`config.mk`:
```
export PLATFORM = sky130hd
export DESIGN_NAME = pll_lock_sequencer
export DESIGN_NICKNAME = d
export VERILOG_FILES = /design/src/rtl/pll_lock_sequencer.sv
export SDC_FILE = /design/constraint.sdc
export NUM_CORES = 1
export LEC_CHECK = 0
export CAP_MARGIN = 20
export CORE_MARGIN = 2
export CORE_UTILIZATION = 25
export DETAILED_ROUTE_END_ITERATION = 6
export PLACE_DENSITY_LB_ADDON = 0.3
export SLEW_MARGIN = 30
export SYNTH_ARGS = -nofsm -noshare
export SYNTH_HDL_FRONTEND = slang
export SYNTH_SLANG_ARGS = --single-unit
export TNS_END_PERCENT = 50
```
`constraint.sdc`:
```
create_clock -name CLK -period 1.7 [get_ports CLK]
set_input_delay 0.255 -clock CLK [delete_from_list [all_inputs] [get_ports CLK]]
set_output_delay 0.255 -clock CLK [all_outputs]
set_load 0.02 [all_outputs]
```
`src/rtl/pll_lock_sequencer.sv`:
```
// Sequences PLL reset and system reset from an asynchronous PLL LOCK signal.
// Retries the PLL on lock timeout, qualifies lock before release, counts losses and retries.
module pll_lock_sequencer #(
    parameter int SYNC_STAGES    = 2,
    parameter int PLL_RST_CYCLES = 48,
    parameter int LOCK_TIMEOUT   = 48000,
    parameter int STABLE_CYCLES  = 4800,
    parameter int CNT_W          = 16
) (
    input  logic       CLK,
    input  logic       RST,
    input  logic       LOCK,
    output logic       PLL_RST,
    output logic       SYS_RST,
    output logic       READY,
    output logic       LOCK_LOST,
    output logic [7:0] LOSS_CNT,
    output logic [7:0] RETRY_CNT
);

    // state     | meaning
    // ST_PLLRST | PLL held in reset for PLL_RST_CYCLES
    // ST_WAIT   | waiting for synchronised lock, times out into a retry
    // ST_STABLE | lock must stay high for STABLE_CYCLES before release
    // ST_RUN    | system released, READY high, watching for lock loss
    typedef enum logic [1:0] {
        ST_PLLRST = 2'd0,
        ST_WAIT   = 2'd1,
        ST_STABLE = 2'd2,
        ST_RUN    = 2'd3
    } state_t;

    localparam logic [CNT_W-1:0] PLL_RST_LAST = CNT_W'(PLL_RST_CYCLES - 1);
    localparam logic [CNT_W-1:0] TIMEOUT_LAST = CNT_W'(LOCK_TIMEOUT - 1);
    localparam logic [CNT_W-1:0] STABLE_LAST  = CNT_W'(STABLE_CYCLES - 1);

    state_t                 state;
    state_t                 state_nxt;
    logic [SYNC_STAGES-1:0] sync_q;
    logic                   lock_s;
    logic [CNT_W-1:0]       cnt;
    logic                   lock_drop;
    logic                   timeout;

    always_ff @(posedge CLK) begin
        if (RST) begin
            sync_q <= '0;
        end else begin
            sync_q <= {sync_q[SYNC_STAGES-2:0], LOCK};
        end
    end

    assign lock_s    = sync_q[SYNC_STAGES-1];
    assign lock_drop = (state == ST_RUN) && !lock_s;
    assign timeout   = (state == ST_WAIT) && !lock_s && (cnt == TIMEOUT_LAST);

    // Lock wins over timeout in WAIT, so a late lock is never thrown away.
    always_comb begin
        state_nxt = state;
        case (state)
            ST_PLLRST: if (cnt == PLL_RST_LAST) state_nxt = ST_WAIT;
            ST_WAIT: begin
                if (lock_s)       state_nxt = ST_STABLE;
                else if (timeout) state_nxt = ST_PLLRST;
            end
            ST_STABLE: begin
                if (!lock_s)                  state_nxt = ST_WAIT;
                else if (cnt == STABLE_LAST)  state_nxt = ST_RUN;
            end
            ST_RUN:    if (!lock_s) state_nxt = ST_WAIT;
            default:   state_nxt = ST_PLLRST;
        endcase
    end

    // Outputs decode the next state so they move on the same edge as the state.
    always_ff @(posedge CLK) begin
        if (RST) begin
            state     <= ST_PLLRST;
            cnt       <= '0;
            PLL_RST   <= 1'b1;
            SYS_RST   <= 1'b1;
            READY     <= 1'b0;
            LOCK_LOST <= 1'b0;
            LOSS_CNT  <= 8'd0;
            RETRY_CNT <= 8'd0;
        end else begin
            state     <= state_nxt;
            if ((state_nxt != state) || (state == ST_RUN)) begin
                cnt <= '0;
            end else begin
                cnt <= cnt + 1'b1;
            end
            PLL_RST   <= (state_nxt == ST_PLLRST);
            SYS_RST   <= (state_nxt != ST_RUN);
            READY     <= (state_nxt == ST_RUN);
            LOCK_LOST <= lock_drop;
            if (lock_drop && (LOSS_CNT != 8'hFF)) begin
                LOSS_CNT <= LOSS_CNT + 8'd1;
            end
            if (timeout && (RETRY_CNT != 8'hFF)) begin
                RETRY_CNT <= RETRY_CNT + 8'd1;
            end
        end
    end

endmodule

```
# Word-level counts from Yosys, hierarchy flattened

Index checks and enable logic that the tools add are counted.

Register bits: 40
Latch bits: 0
Bits in writable memories: 0
ROM bits: 0
Bits of input ports: 3
Output and inout bits: 20
Word-level logic and storage cells: 40
Memories: 0

Add/subtract/negate cells: 3
Multipliers: 0
Divide/modulo/power cells: 0
Order comparisons: 0
Equal/unequal tests: 11
Shifts and indexed selects: 0
Multiplexer cells: 7
Bitwise logic cells: 0
Reduce and logical (&&, ||, !) cells: 10

Operators by type and width:

| cell                    | number |
|---|---|
| $add A16 B1 Y16 const B | 1 |
| $add A8 B1 Y8 const B   | 2 |
| $eq A16 B13 Y1 const B  | 1 |
| $eq A16 B16 Y1 const B  | 1 |
| $eq A16 B6 Y1 const B   | 1 |
| $ne A8 B8 Y1 const B    | 2 |
| $mux W2                 | 6 |
| $pmux W2 S4             | 1 |
| $eq A2 B2 Y1 const B    | 3 |
| $logic_and A1 B1 Y1     | 5 |
| $logic_not A2 Y1        | 2 |
| $eq A2 B1 Y1 const B    | 1 |
| $ne A2 B2 Y1            | 1 |
| $ne A2 B2 Y1 const B    | 1 |
| $reduce_or A2 Y1        | 1 |
| $logic_not A1 Y1        | 1 |
| $logic_or A1 B1 Y1      | 1 |

# Logic depth before layout (Yosys ltp)

Depth after elaboration: 9
Gate-level depth with buffers: 7
Mapped depth without buffers: 6

# Worst setup path after synthesis

Ideal clock, no wire load.

Path kind: register to register
From: register cnt[0]
To: register RETRY_CNT[7]
Setup time: 0.071 ns
Arrival time: 1.809 ns
Required time: 1.629 ns
Setup slack: -0.179 ns
Cell stages (with the launch flop): 7
Path buffers: 0
Clock period less this slack: 1.879 ns
Cells stage by stage: dfxtp_1 -> ha_1 -> nand2_1 -> nor4_1 -> nand3_2 -> or4_1 -> a21oi_1

Word-level cells in the longest chain between the ends: 3

Ends and longest elaborated chain:

| what                     | RTL line | text |
|---|---|---|
| start: declaration       | 41       | `logic [CNT_W-1:0] cnt;` |
| start signal: assignment | 91       | `cnt <= cnt + 1'b1;` |
| $eq A16 B16 Y1           | 55       | `assign timeout = (state == ST_WAIT) && !lock_s && (cnt == TIMEOUT_LAST);` |
| $logic_and A1 B1 Y1      | 55       |  |
| $logic_and A1 B1 Y1      | 100      | `if (timeout && (RETRY_CNT != 8'hFF)) begin` |
| end signal: assignment   | 101      | `RETRY_CNT <= RETRY_CNT + 8'd1;` |
| end: declaration         | 18       | `output logic [7:0] RETRY_CNT` |

No other way between the ends.
A chain may end at the register's enable or synchronous reset.

# Final worst setup path

From: register cnt[4]
To: register cnt[12]

Word-level cells in the longest chain between the ends: 8
Elaborated cells between the ends (all ways): 14
Those cells by class: add/sub: 1; eq/ne: 4; mux: 6; reduce/logical: 3

Ends and longest elaborated chain:

| what                              | RTL line | text |
|---|---|---|
| $eq A16 B16 Y1                    | 55       |  |
| $logic_and A1 B1 Y1               | 55       |  |
| $mux W2                           | 64       | `else if (timeout) state_nxt = ST_PLLRST;` |
| $mux W2                           | 63       | `if (lock_s) state_nxt = ST_STABLE;` |
| $pmux W2 S4                       | 60       | `case (state)` |
| $ne A2 B2 Y1                      | 88       | `if ((state_nxt != state) \|\| (state == ST_RUN)) begin` |
| $logic_or A1 B1 Y1                | 88       |  |
| $reduce_or A2 Y1 (no source line) | n/a      |  |

Parallel ways exist; a longest one is shown, timed or not.

==> metrics.txt <==
# TYPE chip_impl_metric gauge
chip_impl_metric{name="clock_insertion_delay_worst_skew",unit="ps"} 300
chip_impl_metric{name="ys_types",unit=""} 39
chip_impl_metric{name="placed_area",unit="sq um"} 2450
chip_impl_metric{name="grt_start_max_net_pins",unit=""} 25
chip_impl_metric{name="route.detailed.wl_per_inst",unit="microns"} 11.5
chip_impl_metric{name="worst_clock_skew",unit="ps"} 9.91
chip_impl_metric{name="vias_in_the_first_global_route",unit=""} 1536
chip_impl_info{name="status",value="complete, but fails checks"} 1
chip_impl_info{name="synth_area_leaders",value="dfxtp_1 44%, nor2_1 6.4%, xnor2_1 6.3%"} 1
chip_impl_metric{name="timing.final.setup_violations",unit=""} 17
chip_impl_metric{name="gp_routability_congestion",unit=""} 0.803
chip_impl_metric{name="clkSlewWorstSetupHoldPaths",unit="ps"} 90
chip_impl_metric{name="pwr-share-comb",unit="%"} 3.9
chip_impl_metric{name="detail-route-antenna-nets",unit=""} 0
chip_impl_metric{name="grt_use_total",unit="%"} 11.7
chip_impl_metric{name="layout_min_cycle_time",unit="ps"} 1830
chip_impl_metric{name="synth_largest_type_area_fraction",unit="%"} 44.2
chip_impl_metric{name="hold_violations",unit=""} 0
chip_impl_metric{name="power_frac_seq",unit="%"} 57.1
chip_impl_metric{name="detail_route.wirelength",unit="microns"} 4210
chip_impl_metric{name="switching_share",unit="%"} 23.9
chip_impl_metric{name="vias",unit=""} 1614
chip_impl_metric{name="placement.setup.worst_slack",unit="ps"} -180
chip_impl_info{name="path_cells",value="or4_4, or3_4, o21ai_2, a2bb2oi_2, buf_12, a21oi_1"} 1
chip_impl_info{name="unrepaired_setup_endpoints_after_global_routing",value="true"} 1
chip_impl_metric{name="fmax",unit="MHz"} 546
chip_impl_metric{name="post-route-util",unit="%"} 36.2
chip_impl_metric{name="design_power_total",unit="W"} 0.00167
chip_impl_info{name="startpoint_type",value="flip-flop"} 1
chip_impl_metric{name="tritoncts.num_buffers",unit=""} 5
chip_impl_metric{name="drcViolationCount",unit=""} 0
chip_impl_metric{name="chipHeight",unit="microns"} 89.1
chip_impl_metric{name="finalMaxSlewViolations",unit=""} 0
chip_impl_metric{name="postSynthRegisterBits",unit=""} 40
chip_impl_metric{name="antenna-diode-count",unit=""} 0
chip_impl_metric{name="post_synthesis_sequential_area_ratio",unit="%"} 44.2
chip_impl_metric{name="grt_pass1_wl",unit="microns"} 7160
chip_impl_metric{name="coreArea",unit="sq um"} 7140
chip_impl_metric{name="cts.sink_count",unit=""} 40
chip_impl_metric{name="postSynthAreaPerCell",unit="sq um"} 8.92
chip_impl_info{name="cts_tree",value="yes"} 1
chip_impl_info{name="hp-class",value="reg2reg"} 1
chip_impl_metric{name="pwr-share-clk",unit="%"} 39.0
chip_impl_metric{name="row_count",unit=""} 31
chip_impl_metric{name="tightestPinTransition",unit="ps"} 379
chip_impl_metric{name="dp.final_hpwl",unit="microns"} 3050
chip_impl_info{name="synth_largest_area_cell",value="dfxtp_1"} 1
chip_impl_metric{name="drt_iter0_markers",unit=""} 59
chip_impl_metric{name="cts_setup_buffers",unit=""} 0
chip_impl_metric{name="worst_case_vdd_ir_drop",unit="mV"} 0.310
chip_impl_metric{name="antenna_found_initial",unit=""} 0
chip_impl_metric{name="final.period_utilization",unit="%"} 108
chip_impl_metric{name="die_area",unit="sq um"} 7940
chip_impl_metric{name="pwr_density_cell",unit="nW/um^2"} 646
chip_impl_metric{name="syn_inst",unit=""} 203
chip_impl_metric{name="synthArstFlopShare",unit="%"} 0
chip_impl_metric{name="cpPeakStageDelay",unit="ps"} 500
chip_impl_metric{name="worst_ep_required_time",unit="ps"} 1890
chip_impl_metric{name="p_int",unit="W"} 0.00127
chip_impl_metric{name="path_max_fanout",unit=""} 13
chip_impl_metric{name="via_per_inst",unit=""} 4.42
chip_impl_info{name="type_of_the_setup_path_with_the_least_slack",value="reg2reg"} 1
chip_impl_metric{name="ctsHtreeMaxLevel",unit=""} 2
chip_impl_metric{name="postLayoutSetupSlackWorst",unit="ps"} -131
chip_impl_metric{name="worst_slew_margin_relative_to_its_limit",unit="%"} 74.4
chip_impl_metric{name="final_net_count",unit=""} 271
chip_impl_metric{name="synth.yosys.warnings",unit=""} 0
chip_impl_info{name="element_type_at_the_critical_path_end",value="flip-flop"} 1
chip_impl_info{name="root_buffer",value="clkbuf_8"} 1
chip_impl_metric{name="hold_buffers",unit=""} 0
chip_impl_metric{name="post-route-cell-area",unit="sq um"} 2580
chip_impl_info{name="violations",value="setup timing"} 1
chip_impl_info{name="synth_top_flop_cell",value="dfxtp_1"} 1
chip_impl_info{name="cpMaxStageDelayCell",value="or4_4"} 1
chip_impl_metric{name="leakagePower",unit="nW"} 0.958
chip_impl_metric{name="grt_overflow",unit=""} 0
chip_impl_metric{name="maximum_buffer_depth_of_the_clock_tree",unit=""} 2
chip_impl_metric{name="post_route_cells_drive_above_1_share",unit="%"} 27.1
chip_impl_metric{name="areaGrowthSynthToFinish",unit="%"} 42.4
chip_impl_metric{name="tns",unit="ps"} -1780
chip_impl_metric{name="max_cap_violations",unit=""} 0
chip_impl_metric{name="start_util",unit="%"} 25.4
chip_impl_metric{name="num_io_pins",unit=""} 23
chip_impl_metric{name="fillerInstances",unit=""} 780
chip_impl_metric{name="first_pass_iters",unit=""} 4
chip_impl_metric{name="mappedNetlistNets",unit=""} 209
chip_impl_metric{name="net-switching-power",unit="W"} 0.000397
chip_impl_metric{name="die-width",unit="microns"} 89.1
chip_impl_metric{name="buffer_ports.inserted",unit=""} 22
chip_impl_metric{name="edff_count_synth",unit=""} 0
chip_impl_metric{name="cp.arrival",unit="ps"} 2020
chip_impl_metric{name="synth_area",unit="sq um"} 1810
## area by class of cell
type	count	area, sq um	share of cell area [%]
Timing Repair Buffer	61	528	20.5
Clock inverter	3	22.5	0.873
Inverter	4	15.0	0.582
Multi-Input combinational cell	153	1010	39.2
Sequential cell	40	811	31.4
Tap cell	99	124	4.80
Clock buffer	5	68.8	2.67
## sequential cells by signal (all words and copies together), names as in the netlist
name,flops
PLL_RST,1
LOSS_CNT,8
READY,1
sync_q,2
state,2
LOCK_LOST,1
RETRY_CNT,8
cnt,16
SYS_RST,1
## metal layers
layer	global-route usage, %	part of all wire [%]	vias to the layer above
met4	3.66	1.3	0
met5	0	0	-
met1	15.1	48	742
met2	18.7	47	25
met3	3.69	3.9	6
li1	-	-	841
## cells in the final DEF, fill, tap and decap left out, types with 3 or more instances in the layout
| master | n |
|---|---|
| clkbuf_8 | 5 |
| nor4_2 | 3 |
| a21oi_1 | 5 |
| inv_1 | 4 |
| nor2b_1 | 6 |
| nand4_1 | 8 |
| nand2_1 | 10 |
| and3_1 | 3 |
| buf_4 | 38 |
| clkdlybuf4s50_1 | 21 |
| o21ai_0 | 5 |
| nand3_1 | 12 |
| xnor2_1 | 13 |
| dfxtp_1 | 34 |
| dfxtp_2 | 5 |
| xor2_1 | 9 |
| nor3_1 | 12 |
| or3_1 | 3 |
| nor2_1 | 31 |
## what timing repair did
action | 4_1_cts | 5_1_grt
gates cloned | 0 | 0
pin swaps | 3 | 0
resized for setup | 5 | 4
setup endpoints to repair | 19 | 26
endpoints found under the hold margin | 0 | 0
## logic make-up (layout without fill, tap and decap cells)
| group | Yosys count | count (layout) | synth area share (%) |
|---|---|---|---|
| multiplexers | 2 | 2 | 1.11 |
| AO/OA/AOI/OAI | 23 | 23 | 9.18 |
| buffers and inverters | 10 | 73 | 3.31 |
| flip-flops | 40 | 40 | 44.2 |
| XOR/XNOR | 22 | 22 | 10.6 |
| adder cells (fa/ha/maj) | 3 | 3 | 2.07 |
| AND/OR/NAND/NOR | 103 | 103 | 29.5 |
## power by group through the flow
stage	clock (W)	sequential, W	combinational [W]
after global routing	0.000725	0.000952	0.0000709
after detailed placement	0	0.000973	0.0000658
after global placement	0	0.000972	0.0000647
after floorplan	0	0.000976	0.0000332
final	0.000650	0.000950	0.0000651
after CTS	0.000679	0.000951	0.0000661
## synthesized netlist by cell type, types with 2 or more instances
master,instances
dfxtp_1,40
nor2_1,31
xnor2_1,13
nand3_1,12
nor3_1,12
nand2_1,11
xor2_1,9
nand4_1,8
nor2b_1,6
a21oi_1,5
o21ai_0,5
and3_1,4
inv_1,4
or3_1,4
ha_1,3
nor4_1,3
or4_1,3
a211oi_1,2
and4_1,2
buf_4,2
buf_6,2
clkbuf_1,2
mux2i_1,2
o21ai_1,2
o31ai_1,2
## final timing paths
check	slack [ps]	from	cells after the start	end
setup / recovery	-130	cnt[4]	6	cnt[12]
hold reg to reg	450	sync_q[0]	1	sync_q[1]
hold / removal	450	sync_q[0]	1	sync_q[1]
setup reg to reg	-130	cnt[4]	6	cnt[12]
## through the flow
stage / std cells / hold slack [ps]
final: 365 / 452
after global routing: 365 / 480
after CTS: 365 / 457
after detailed placement: 357 / 429
after global placement: 357 / 433
after floorplan: 203 / 383
## worst max-delay path: cells and delay by family, from the launching register on
kind                   cells  cell delay, ps
AO/OA/AOI/OAI              3             370
flip-flops                 1             340
buffers and inverters      1             150
AND/OR/NAND/NOR            2             840
No activity file was read; power rests on OpenSTA's default activity.
